--- src/rtl/seg_scan_multi.sv ---
// Multiplexed seven-segment driver: captures a magnitude, converts it to BCD or hex
// digits with a serial double-dabble, and scans the stored frame one digit per ms.
module seg_scan_multi #(
    parameter int DIG_NUM   = 6,
    parameter int DATA_W    = 20,
    parameter int CNT_1MS   = 49_999,
    parameter int CNT_BLINK = 499
) (
    input  logic               sys_clk,
    input  logic               sys_rst_n,
    input  logic [DATA_W-1:0]  data,
    input  logic [DIG_NUM-1:0] point,
    input  logic               sign,
    input  logic               hex_mode,
    input  logic [DIG_NUM-1:0] blink,
    input  logic               data_vld,
    input  logic               seg_en,
    output logic               busy,
    output logic               ovf,
    output logic [7:0]         seg,
    output logic [DIG_NUM-1:0] sel
);

    // Three spare BCD digits hold any DATA_W <= 4*DIG_NUM value, so overflow is always visible.
    localparam int BCD_DIG = DIG_NUM + 3;
    localparam int BCD_W   = 4 * BCD_DIG;
    localparam int BIT_CW  = $clog2(DATA_W + 1);
    localparam int MS_CW   = (CNT_1MS > 0) ? $clog2(CNT_1MS + 1) : 1;
    localparam int BL_CW   = (CNT_BLINK > 0) ? $clog2(CNT_BLINK + 1) : 1;
    localparam int IDX_W   = $clog2(DIG_NUM);

    localparam logic [DIG_NUM-1:0][7:0] FRAME_RST = {{(DIG_NUM-1){8'hFF}}, 8'hC0};

    // input shadow
    logic [DIG_NUM-1:0]        point_in_q;
    logic                      sign_in_q;
    logic                      hex_in_q;
    logic [DIG_NUM-1:0]        blink_in_q;

    // conversion state
    logic                      busy_q;
    logic [BIT_CW-1:0]         bit_cnt_q;
    logic [DATA_W-1:0]         sh_q, sh_d;
    logic [BCD_W-1:0]          bcd_q, bcd_d, bcd_adj;

    // display shadow
    logic [DIG_NUM-1:0][7:0]   frame_q, frame_d;
    logic [DIG_NUM-1:0]        disp_blink_q;
    logic                      disp_ovf_q, ovf_d;

    // scan state
    logic [MS_CW-1:0]          cnt_1ms_q;
    logic [IDX_W-1:0]          dig_idx_q;
    logic [BL_CW-1:0]          blink_cnt_q;
    logic                      blink_phase_q;
    logic [7:0]                seg_q, seg_d;
    logic [DIG_NUM-1:0]        sel_q, sel_d;

    int                        msd;
    int                        top;
    logic                      neg;

    function automatic logic [7:0] enc7(input logic [3:0] v);
        logic [7:0] c;
        case (v)
            4'h0: c = 8'hC0;
            4'h1: c = 8'hF9;
            4'h2: c = 8'hA4;
            4'h3: c = 8'hB0;
            4'h4: c = 8'h99;
            4'h5: c = 8'h92;
            4'h6: c = 8'h82;
            4'h7: c = 8'hF8;
            4'h8: c = 8'h80;
            4'h9: c = 8'h90;
            4'hA: c = 8'h88;
            4'hB: c = 8'h83;
            4'hC: c = 8'hC6;
            4'hD: c = 8'hA1;
            4'hE: c = 8'h86;
            default: c = 8'h8E;
        endcase
        return c;
    endfunction

    // Hex mode skips the add-3 correction so the shift register simply collects nibbles.
    always_comb begin
        bcd_adj = bcd_q;
        if (!hex_in_q) begin
            for (int k = 0; k < BCD_DIG; k++) begin
                if (bcd_adj[4*k +: 4] >= 4'd5)
                    bcd_adj[4*k +: 4] = bcd_adj[4*k +: 4] + 4'd3;
            end
        end
        bcd_d = {bcd_adj[BCD_W-2:0], sh_q[DATA_W-1]};
        sh_d  = {sh_q[DATA_W-2:0], 1'b0};
    end

    always_comb begin
        msd     = 0;
        top     = 0;
        neg     = 1'b0;
        ovf_d   = 1'b0;
        frame_d = '1;
        for (int k = 0; k < BCD_DIG; k++) begin
            if (bcd_q[4*k +: 4] != 4'd0)
                msd = k;
        end
        neg   = sign_in_q && (bcd_q != '0);
        ovf_d = neg ? (msd >= DIG_NUM - 1) : (msd >= DIG_NUM);
        top   = msd;
        for (int k = 0; k < DIG_NUM; k++) begin
            if (point_in_q[k] && (k > top))
                top = k;
        end
        for (int k = 0; k < DIG_NUM; k++) begin
            if (ovf_d)
                frame_d[k] = 8'h86;
            else if (k <= top)
                frame_d[k] = enc7(bcd_q[4*k +: 4]);
            else if (neg && (k == top + 1))
                frame_d[k] = 8'hBF;
            else
                frame_d[k] = 8'hFF;
            if (point_in_q[k])
                frame_d[k][7] = 1'b0;
        end
    end

    always_ff @(posedge sys_clk) begin
        if (!sys_rst_n) begin
            point_in_q   <= '0;
            sign_in_q    <= 1'b0;
            hex_in_q     <= 1'b0;
            blink_in_q   <= '0;
            busy_q       <= 1'b0;
            bit_cnt_q    <= '0;
            sh_q         <= '0;
            bcd_q        <= '0;
            frame_q      <= FRAME_RST;
            disp_blink_q <= '0;
            disp_ovf_q   <= 1'b0;
        end else if (!busy_q) begin
            if (data_vld) begin
                point_in_q <= point;
                sign_in_q  <= sign;
                hex_in_q   <= hex_mode;
                blink_in_q <= blink;
                sh_q       <= data;
                bcd_q      <= '0;
                bit_cnt_q  <= '0;
                busy_q     <= 1'b1;
            end
        end else if (bit_cnt_q == BIT_CW'(DATA_W)) begin
            // all bits shifted in: publish the whole frame in one edge
            busy_q       <= 1'b0;
            frame_q      <= frame_d;
            disp_ovf_q   <= ovf_d;
            disp_blink_q <= blink_in_q;
        end else begin
            bcd_q     <= bcd_d;
            sh_q      <= sh_d;
            bit_cnt_q <= bit_cnt_q + 1'b1;
        end
    end

    always_ff @(posedge sys_clk) begin
        if (!sys_rst_n) begin
            cnt_1ms_q     <= '0;
            dig_idx_q     <= '0;
            blink_cnt_q   <= '0;
            blink_phase_q <= 1'b0;
        end else if (cnt_1ms_q == MS_CW'(CNT_1MS)) begin
            cnt_1ms_q <= '0;
            dig_idx_q <= (dig_idx_q == IDX_W'(DIG_NUM - 1)) ? '0 : dig_idx_q + 1'b1;
            if (blink_cnt_q == BL_CW'(CNT_BLINK)) begin
                blink_cnt_q   <= '0;
                blink_phase_q <= ~blink_phase_q;
            end else begin
                blink_cnt_q <= blink_cnt_q + 1'b1;
            end
        end else begin
            cnt_1ms_q <= cnt_1ms_q + 1'b1;
        end
    end

    always_comb begin
        seg_d            = frame_q[dig_idx_q];
        sel_d            = '0;
        sel_d[dig_idx_q] = 1'b1;
        if (disp_blink_q[dig_idx_q] && blink_phase_q)
            seg_d = 8'hFF;
        if (!seg_en) begin
            seg_d = 8'hFF;
            sel_d = '0;
        end
    end

    always_ff @(posedge sys_clk) begin
        if (!sys_rst_n) begin
            seg_q <= 8'hFF;
            sel_q <= '0;
        end else begin
            seg_q <= seg_d;
            sel_q <= sel_d;
        end
    end

    assign busy = busy_q;
    assign ovf  = disp_ovf_q;
    assign seg  = seg_q;
    assign sel  = sel_q;

endmodule

--- config.mk ---
export PLATFORM = sky130hd
export DESIGN_NAME = seg_scan_multi
export DESIGN_NICKNAME = d
export VERILOG_FILES = /design/src/rtl/seg_scan_multi.sv
export SDC_FILE = /design/constraint.sdc
export NUM_CORES = 1
export LEC_CHECK = 0
export ABC_AREA = 1
export ABC_CLOCK_PERIOD_IN_PS = 3000
export BUFFER_PORTS_ARGS = -buffer_cell sky130_fd_sc_hd__clkbuf_2
export CELL_PAD_IN_SITES_DETAIL_PLACEMENT = 0
export CELL_PAD_IN_SITES_GLOBAL_PLACEMENT = 1
export CORE_MARGIN = 2
export CORE_UTILIZATION = 45
export DETAILED_ROUTE_END_ITERATION = 8
export PLACE_DENSITY = 0.85
export SLEW_MARGIN = 20
export SYNTH_ARGS = -nofsm -noshare
export SYNTH_HDL_FRONTEND = slang
export SYNTH_SLANG_ARGS = --single-unit
--- constraint.sdc ---
create_clock -name sys_clk -period 3 [get_ports sys_clk]
set_input_delay 0.3 -clock sys_clk [delete_from_list [all_inputs] [get_ports sys_clk]]
set_output_delay 0.3 -clock sys_clk [all_outputs]
set_load 0.005 [all_outputs]
==> flow_summary.json, run 1 <==
{
  "syn_area_sq_um": 10730,
  "synth_fp_nets": 1548,
  "hold_violations": 0,
  "arrival_ns": 2.96,
  "viasPerCell": 5.050,
  "num_rows": 56,
  "synthFlopType": "dfxtp_1",
  "drt-met1-wl_mm": 12.53,
  "crit_required_ns": 3.40,
  "vias": 9266,
  "synth_top_cell_by_area": "dfxtp_1",
  "drive_above_1_share_pct": 13.52,
  "cts_tree": "built",
  "fmax_ghz": 0.3893,
  "synthCells": 1451,
  "postCtsHoldBufs": 0,
  "p_total_mw": 6.471,
  "core_sq_um": 23400,
  "clk_path_buf_depth": 3,
  "maxSlewViolCount": 0,
  "dp_slack_ns": 0.4381,
  "clk_latency_ns": 0.52,
  "drv_cap": 0,
  "synth_top_area_share_pct": 40.32,
  "synth-seq-cells": 216,
  "top_layer": "met4",
  "antenna_found_initial": 0,
  "wl_per_cell_um": 13.72,
  "synth_edf_count": 0,
  "ctsHtreeMaxLevel": 1,
  "outcome": "complete, no violations",
  "post-route-min-period_ns": 2.569,
  "worstPathMaxFanout": 23,
  "ant_nets": 0,
  "p_leak_nw": 5.224,
  "ios": 54,
  "start_util_pct": 45.83,
  "antenna_cells": 0,
  "tightest_slew_ns": 0.7518,
  "power.density_nw_per_um2": 531.8,
  "io_buffers": 53,
  "grt_pass1_vias": 8651,
  "endpoint_kind": "register",
  "wl_met2_mm": 11.35,
  "ys_warn_count": 0,
  "synthDistinctLibCells": 53,
  "syn_avg_cell_area_sq_um": 7.392,
  "synth_area_leaders": "dfxtp_1 40%, nand2_1 9.5%, ha_1 6.9%, o21ai_0 5.7%, inv_1 5.5%",
  "cts_root_buf": "clkbuf_16",
  "gp_congestion": 0.8932,
  "cts.repair.resized": 0,
  "grt_max_degree": 45,
  "vdd_ir_drop_max_mv": 0.3326,
  "wl_mm": 25.18,
  "worstSetupPathType": "reg2reg",
  "slew_headroom_pct": 49.69,
  "fin_tns_setup_ns": 0,
  "grt_use_total_pct": 20.32,
  "final_cell_mix": "272 x nand2_1, 216 x dfxtp_1, 157 x inv_1, 140 x nor2_1, 122 x o21ai_0",
  "fin_skew_ns": 0.009886,
  "drtIter0Drc": 545,
  "async_flop_share_pct": 0,
  "fillers": 2356,
  "grt_pass1_wl_mm": 42.12,
  "hpwl_mm": 18.01,
  "dieWidth_um": 158.4,
  "first_pass_iters": 5,
  "route.detailed.drc": 0,
  "cts.sinks": 216,
  "fin_nets": 1599,
  "regArea_sq_um": 4324,
  "multiInputGateArea_sq_um": 5449,
  "die_h_um": 158.4,
  "post-route-period-util_pct": 85.63,
  "area_growth_pct": 13.46,
  "post-cts-setup-buffers": 0,
  "yosysSeqAreaShare_pct": 40.32,
  "setup-violations-final": 0,
  "met3_length_um": 873,
  "rsz0062_at_grt": "false",
  "grt-ovfl-total": 0,
  "hold_path_class": "in2reg",
  "startpoint_type": "register",
  "fin_hold_ws_ns": 0.02029,
  "cts_buffers": 24,
  "worst_slack_ns": 0.4311,
  "dieArea_sq_um": 25080,
  "final_common_cell": "nand2_1",
  "path_clk_slew_ns": 0.06
}
## per-layer routing
metal  vias to the layer above  track usage (%)
met2                       150            34.10
li1                       4913                -
met3                        33            2.586
met1                      4170            28.03
met5                         -                0
met4                         0            4.376
## worst paths after layout
kind                                                 from  cells after the start                      end  slack (ns)
worst max-delay path            bit_cnt_q[0]$_SDFFE_PN0P_                     15                 register        0.43
worst min-delay path                              data[2]                      3     sh_q[2]$_SDFFE_PN0P_        0.02
worst max register to register  bit_cnt_q[0]$_SDFFE_PN0P_                     15                 register        0.43
worst min register to register                   register                      2  frame_q[4]$_SDFFE_PN0P_        0.45
## cells in the mapped netlist (9+ instances only)
cell type,count
nand2_1,272
dfxtp_1,216
inv_1,157
nor2_1,140
o21ai_0,122
a21oi_1,105
nand3_1,70
ha_1,59
clkbuf_1,36
o21ai_1,36
inv_2,29
a31oi_1,27
o211ai_1,16
nand4_1,14
o22ai_1,14
nand2_2,13
nor3_1,10
o21ai_2,9
xor2_1,9
## cells by family (layout without fill, tap and decap cells)
logic type / Yosys count / in the layout / share of synthesized area [%]
xor gates and xnor gates: 10 / 10 / 0.8167
buffers and inverters: 242 / 307 / 8.878
adders and majority gates: 59 / 59 / 6.883
DFF: 216 / 216 / 40.32
AOI/OAI and AO/OA: 371 / 371 / 20.02
and+or+nand+nor: 553 / 553 / 23.09
## layout make-up
cell class	count	share of cell area (%)
Multi-Input combinational cell	993	44.78
Sequential cell	216	35.53
Inverter	189	5.891
Clock buffer	32	5.758
Timing Repair Buffer	78	3.722
Tap cell	319	3.280
Clock inverter	8	1.038
## worst max-delay path, cell delays in order, from the launching register on
cell and delay, ns:
dfxtp_1 0.38, inv_1 0.06, ha_1 0.21, nand4_2 0.12, nand2_4 0.12, nand2_4 0.09, buf_4 0.27, o21ai_0 0.11
nand2_1 0.25, inv_1 0.11, ha_1 0.21, inv_1 0.09, nor2_1 0.06, nor2_1 0.18, o21a_1 0.14, a31oi_1 0.04
## power by group
part / internal (mW) / total, mW / switching (mW)
clock network: 1.88 / 3.04 / 1.16
registers: 2.94 / 2.97 / 0.0387
logic: 0.138 / 0.454 / 0.316
total: 4.96 / 6.47 / 1.51
## stage by stage
step	utilization (%)	std cells	instance area [sq um]
final	52.00	1835	12170
after global routing	52.00	1835	12170
after CTS	52.00	1835	12170
after detailed placement	48.47	1795	11340
after global placement	48.47	1795	11340
after floorplan	-	1451	10730
No activity file was read; power rests on OpenSTA's default activity.
==> run 2: changes to the inputs <==
--- a/config.mk
+++ b/config.mk
@@ -6,7 +6,7 @@
 export NUM_CORES = 1
 export LEC_CHECK = 0
 export ABC_AREA = 1
-export ABC_CLOCK_PERIOD_IN_PS = 3000
+export ABC_CLOCK_PERIOD_IN_PS = 2600
 export BUFFER_PORTS_ARGS = -buffer_cell sky130_fd_sc_hd__clkbuf_2
 export CELL_PAD_IN_SITES_DETAIL_PLACEMENT = 0
 export CELL_PAD_IN_SITES_GLOBAL_PLACEMENT = 1
@@ -14,7 +14,7 @@
 export CORE_UTILIZATION = 45
 export DETAILED_ROUTE_END_ITERATION = 8
 export PLACE_DENSITY = 0.85
-export SLEW_MARGIN = 20
+export SLEW_MARGIN = 5
 export SYNTH_ARGS = -nofsm -noshare
 export SYNTH_HDL_FRONTEND = slang
 export SYNTH_SLANG_ARGS = --single-unit
==> constraint.sdc (replaced) <==
create_clock -name sys_clk -period 2.6 [get_ports sys_clk]
set_input_delay 0.26 -clock sys_clk [delete_from_list [all_inputs] [get_ports sys_clk]]
set_output_delay 0.26 -clock sys_clk [all_outputs]
set_load 0.005 [all_outputs]
==> run 2 against run 1 <==
Effect of this change:
- flip-flop and latch count did not move
- cell count rose by 3.1%
- cell area rose by 3.9%
- critical path depth did not move
- combinational power rose by 30%
==> flow_summary.json, run 2 (synthesis gave the netlist of run 1 again) <==
{
  "outcome": "complete, no violations",
  "endpoint_kind": "register",
  "vdd_ir_drop_max_mv": 0.4353,
  "tightest_slew_ns": 0.6754,
  "ant_nets": 0,
  "ios": 54,
  "fillers": 2310,
  "slew_headroom_pct": 54.91,
  "grt_use_total_pct": 21.04,
  "clk_path_buf_depth": 3,
  "rsz0062_at_grt": "true",
  "cts_tree": "built",
  "fin_nets": 1651,
  "multiInputGateArea_sq_um": 5497,
  "worstSetupPathType": "reg2reg",
  "fin_skew_ns": 0.01160,
  "post-route-period-util_pct": 92.22,
  "drive_above_1_share_pct": 15.46,
  "cts.sinks": 216,
  "final_cell_mix": "269 x nand2_1, 214 x dfxtp_1, 157 x inv_1, 137 x nor2_1, 121 x o21ai_0",
  "cp.buffers_inverters": 4,
  "num_rows": 56,
  "hpwl_mm": 18.57,
  "critPathTopFamily": "simple AND/OR/NAND/NOR gates",
  "path_clk_slew_ns": 0.06,
  "post-route-min-period_ns": 2.398,
  "final_common_cell": "nand2_1",
  "reg2regPathDepth": 15,
  "die_h_um": 158.4,
  "dieArea_sq_um": 25080,
  "cpMaxStageDelayCell": "dfxtp_1",
  "hold_violations": 0,
  "wl_met2_mm": 11.95,
  "ctsHtreeMaxLevel": 1,
  "p_leak_nw": 5.423,
  "swShare_pct": 24.84,
  "arrival_ns": 2.79,
  "max_stage_delay_ns": 0.35,
  "p_switching_mw": 1.823,
  "gp_congestion": 0.8683,
  "crit_chain": "inv_1 > ha_1 > nand4_2 > nand2_4 > nand2_4 > inv_8 > nand2_1 > a21oi_1 > inv_1 > ha_1 > inv_1 > nor2_2 > nor2_1 > o21a_1 > a31oi_1",
  "power.density_nw_per_um2": 580.3,
  "dp_slack_ns": 0.1122,
  "grt-ovfl-total": 0,
  "dieWidth_um": 158.4,
  "io_buffers": 53,
  "grt_pass1_wl_mm": 43.24,
  "crit_required_ns": 3.00,
  "drv_cap": 0,
  "p_comb_share_pct": 8.0,
  "worstHoldStart": "point[1]",
  "wl_mm": 25.99,
  "min_path_cells": 3,
  "start_util_pct": 45.83,
  "holdPathEnd": "point_in_q[1]$_SDFFE_PN0P_",
  "maxSlewViolCount": 0,
  "area_growth_pct": 17.92,
  "antenna_found_initial": 0,
  "reg2reg_from": "bit_cnt_q[0]$_SDFFE_PN0P_",
  "antenna_cells": 0,
  "route.detailed.drc": 0,
  "wl_per_cell_um": 13.74,
  "drt-met1-wl_mm": 12.44,
  "met3_length_um": 978,
  "fin_tns_setup_ns": 0,
  "critPathMostFrequentCell": "inv_1",
  "first_pass_iters": 5,
  "cts_root_buf": "clkbuf_16",
  "finalNonFillerCells": 1891,
  "worstPathMaxFanout": 23,
  "core_sq_um": 23400,
  "clk_latency_ns": 0.53,
  "setup-violations-final": 0,
  "rrSetupSlack_ns": 0.20,
  "grt_pass1_vias": 9091,
  "vias": 9615,
  "drtIter0Drc": 540,
  "startpoint_type": "register",
  "viasPerCell": 5.085,
  "hold_path_class": "in2reg",
  "grt_max_degree": 55,
  "intPower_mw": 5.516,
  "worst_slack_ns": 0.2023,
  "fmax_ghz": 0.4171,
  "p_clk_share_pct": 45.2,
  "seqPwrFrac_pct": 46.8,
  "cts_buffers": 24,
  "regArea_sq_um": 4327,
  "top_layer": "met4",
  "dp_cells": 1812
}
run 2: changes by cell type in the layout (fill, tap and decap cells not counted), sizes merged:
cell	delta
buf	+21
bufinv	-2
clkinv	+3
clkinvlp	+4
dlygate4sd3	+31
inv	-1
run 2: area by class of cell:
| cell class | count | share of cell area (%) |
|---|---|---|
| clock inverters | 12 | 0.8706 |
| inverters | 189 | 5.718 |
| well taps | 319 | 3.156 |
| clock buffers | 32 | 5.303 |
| multi-input cells | 993 | 43.46 |
| flip-flops and latches | 216 | 34.21 |
| repair buffers | 130 | 7.281 |
run 2: power groups by stage:
stage | sequential [mW] | combinational [mW] | clock (mW)
global placement | 3.51 | 0.539 | 0
CTS | 3.43 | 0.581 | 3.41
detailed placement | 3.51 | 0.544 | 0
finish | 3.44 | 0.589 | 3.32
floorplan | 3.49 | 0.378 | 0
global route | 3.44 | 0.661 | 3.52
run 2: repair_timing:
action,4_1_cts,5_1_grt
endpoints found under the hold margin,31,0
hold buffers,31,0
resized for setup,0,20
buffers inserted,0,4
setup endpoints to repair,0,17
run 2: layer usage:
metal / vias to the layer above / track usage, %
met1: 4375 / 28.10
met3: 36 / 2.504
met5: - / 0
met4: 0 / 5.663
li1: 5026 / -
met2: 178 / 36.05
run 2: tightest hold or removal path: stages:
cell and delay (ns):
clkbuf_2 0.07, o21ai_0 0.09, nor2_1 0.09
run 2: worst max path at each step:
stage | from | to | slack (ns) | depth (start not counted)
2_1_floorplan | bit_cnt_q[0]$_SDFFE_PN0P_ | register | 0.15 | 16
3_3_place_gp | bcd_q[20]$_SDFFE_PN0P_ | register | 0.20 | 17
3_5_place_dp | bit_cnt_q[0]$_SDFFE_PN0P_ | register | 0.11 | 15
4_1_cts | bit_cnt_q[0]$_SDFFE_PN0P_ | register | 0.1 | 15
5_1_grt | bcd_q[8]$_SDFFE_PN0P_ | register | -0.04 | 15
6_report | bit_cnt_q[0]$_SDFFE_PN0P_ | register | 0.20 | 15
run 2: per-stage QoR:
stage                     util [%]  cell area, sq um  power, mW  hold WS [ns]
after floorplan                  -             10730      3.869        0.3960
after global placement       49.01             11470      4.044        0.4279
after detailed placement     49.01             11470      4.051        0.4384
after CTS                    53.67             12560      7.422       0.01762
after global routing         54.04             12650      7.625       0.08021
final                        54.04             12650      7.339       0.03051
==> run 3: changes to the inputs <==
--- a/config.mk
+++ b/config.mk
@@ -13,7 +13,8 @@
 export CORE_MARGIN = 2
 export CORE_UTILIZATION = 45
 export DETAILED_ROUTE_END_ITERATION = 8
-export PLACE_DENSITY = 0.85
+export GPL_ROUTABILITY_DRIVEN = 1
+export PLACE_DENSITY_LB_ADDON = 0.1
 export SLEW_MARGIN = 5
 export SYNTH_ARGS = -nofsm -noshare
 export SYNTH_HDL_FRONTEND = slang
==> run 3 against run 2 <==
Effect of this change:
- sequential power about the same
- clock power up 9.6%
- global-route usage increased by 0.19 points
- wire length is 0.92% higher
- setup slack worse by 0.018 ns
- critical path type unchanged
- highest routed layer unchanged
==> flow_summary.json, run 3 (synthesis gave the netlist of run 1 again) <==
{
  "viasPerCell": 4.982,
  "fin_area_sq_um": 12730,
  "p_switching_mw": 1.847,
  "crit_chain": "inv_1 > ha_1 > inv_1 > nor2_1 > nor2_1 > o21ai_2 > inv_1 > nand2_1 > nand3_1 > a21oi_2 > inv_1 > ha_1 > inv_1 > nor2_1 > nor2_1 > o21a_1 > a31oi_1",
  "utilization_pct": 54.38,
  "outcome": "complete, no violations",
  "max_stage_delay_ns": 0.34,
  "ios": 54,
  "drv_cap": 0,
  "area_growth_pct": 18.65,
  "maxSlewViolCount": 0,
  "io_buffers": 53,
  "drtIter0Drc": 482,
  "final_cell_mix": "270 x nand2_1, 216 x dfxtp_1, 157 x inv_1, 139 x nor2_1, 121 x o21ai_0",
  "cts.sinks": 216,
  "die_h_um": 158.4,
  "fin_nets": 1653,
  "grt_max_degree": 76,
  "hpwl_mm": 18.79,
  "clk_path_buf_depth": 3,
  "grt_use_total_pct": 21.23,
  "grt_pass1_wl_mm": 43.19,
  "swShare_pct": 24.11,
  "startpoint_type": "register",
  "slew_headroom_pct": 60.30,
  "cp.buffers_inverters": 5,
  "cts_tree": "built",
  "vias": 9436,
  "dieArea_sq_um": 25080,
  "hold_violations": 0,
  "grt-ovfl-total": 0,
  "final_common_cell": "nand2_1",
  "post-route-min-period_ns": 2.415,
  "cpMaxStageDelayCell": "dfxtp_1",
  "antenna_cells": 0,
  "post-route-period-util_pct": 92.90,
  "num_rows": 56,
  "path_clk_slew_ns": 0.06,
  "setup-violations-final": 0,
  "ctsHtreeMaxLevel": 1,
  "critPathMostFrequentCell": "inv_1",
  "p_leak_nw": 5.483,
  "wl_per_cell_um": 13.85,
  "route.detailed.drc": 0,
  "critPathTopFamily": "simple AND/OR/NAND/NOR gates",
  "wl_mm": 26.23,
  "start_util_pct": 45.83,
  "antenna_found_initial": 0,
  "clk_latency_ns": 0.54,
  "arrival_ns": 2.83,
  "drive_above_1_share_pct": 15.17,
  "gp_congestion": 0.8468,
  "p_comb_share_pct": 7.7,
  "intPower_mw": 5.815,
  "p_clk_share_pct": 47.5,
  "endpoint_kind": "register",
  "core_sq_um": 23400,
  "worstSetupPathType": "reg2reg",
  "cts_buffers": 25,
  "cts_root_buf": "clkbuf_16",
  "first_pass_iters": 5,
  "fin_hold_ws_ns": 0.02197,
  "rsz0062_at_grt": "true",
  "place_area_sq_um": 11520,
  "worstPathMaxFanout": 5,
  "power.density_nw_per_um2": 602.1,
  "vdd_ir_drop_max_mv": 0.4335,
  "ant_nets": 0,
  "fmax_ghz": 0.4140,
  "dieWidth_um": 158.4,
  "crit_required_ns": 3.01,
  "fin_skew_ns": 0.01305,
  "grt_pass1_vias": 8800,
  "post-cts-setup-buffers": 0,
  "fillers": 2329,
  "tightest_slew_ns": 0.5948,
  "hold_path_class": "in2reg",
  "seqPwrFrac_pct": 44.8
}
[run 3: cell types whose count changed in the layout (fill, tap and decap cells not counted), sizes merged]
cell / before / now
clkinv: 8 / 7
bufinv: 1 / 3
inv: 188 / 190
clkbuf: 85 / 87
buf: 46 / 47
clkinvlp: 4 / 1
[run 3: final cells by class]
| cell class | instances | area [sq um] | share of cell area [%] |
|---|---|---|---|
| Multi-Input combinational cell | 993 | 5480 | 43.06 |
| Sequential cell | 216 | 4324 | 33.98 |
| Clock buffer | 34 | 709.4 | 5.575 |
| Clock inverter | 12 | 152.6 | 1.199 |
| Timing Repair Buffer | 131 | 940.9 | 7.394 |
| Inverter | 189 | 719.4 | 5.653 |
| Tap cell | 319 | 399.1 | 3.136 |
[run 3: stage by stage]
stage / TNS (ns) / setup WS (ns) / total power, mW / instances
after floorplan: 0 / 0.1491 / 3.869 / 1451
final: 0 / 0.1846 / 7.662 / 1894
after global placement: 0 / 0.06369 / 4.054 / 1817
after detailed placement: 0 / 0.08267 / 4.057 / 1817
after global routing: -0.1339 / -0.04010 / 7.966 / 1894
after CTS: 0 / 0.05961 / 7.749 / 1894
[run 3: final timing paths]
kind	end	slack, ns	from	cells past startpoint
worst min-delay path	sign_in_q$_SDFFE_PN0P_	0.02	sign	3
worst max-delay path	register	0.18	bcd_q[20]$_SDFFE_PN0P_	17
worst min register to register	cnt_1ms_q[0]$_SDFF_PP0_	0.45	cnt_1ms_q[0]$_SDFF_PP0_	1
worst max register to register	register	0.18	bcd_q[20]$_SDFFE_PN0P_	17
[run 3: worst min-delay path: stages]
cell      delay, ns
clkbuf_2       0.07
o21ai_0        0.09
nor2_1         0.10
[run 3: per-layer routing]
layer | vias to the layer above | GRT usage (%) | routed length [um]
met1 | 4253 | 28.68 | 13110
met5 | - | 0 | 0
met3 | 40 | 2.667 | 670
met2 | 123 | 35.88 | 11860
met4 | 0 | 5.620 | 594
li1 | 5020 | - | -
[run 3: timing repair]
| action | in CTS | in global routing |
|---|---|---|
| gates resized for setup | 0 | 12 |
| setup endpoints to repair | 0 | 13 |
| hold buffers | 31 | 0 |
| endpoints found under the hold margin | 31 | 0 |
[run 3: power groups by stage]
| stage | Clock, mW | Sequential (mW) | Combinational, mW |
|---|---|---|---|
| floorplan | 0 | 3.49 | 0.378 |
| global placement | 0 | 3.50 | 0.550 |
| detailed placement | 0 | 3.51 | 0.552 |
| CTS | 3.73 | 3.43 | 0.590 |
| global route | 3.87 | 3.44 | 0.658 |
| finish | 3.64 | 3.43 | 0.588 |
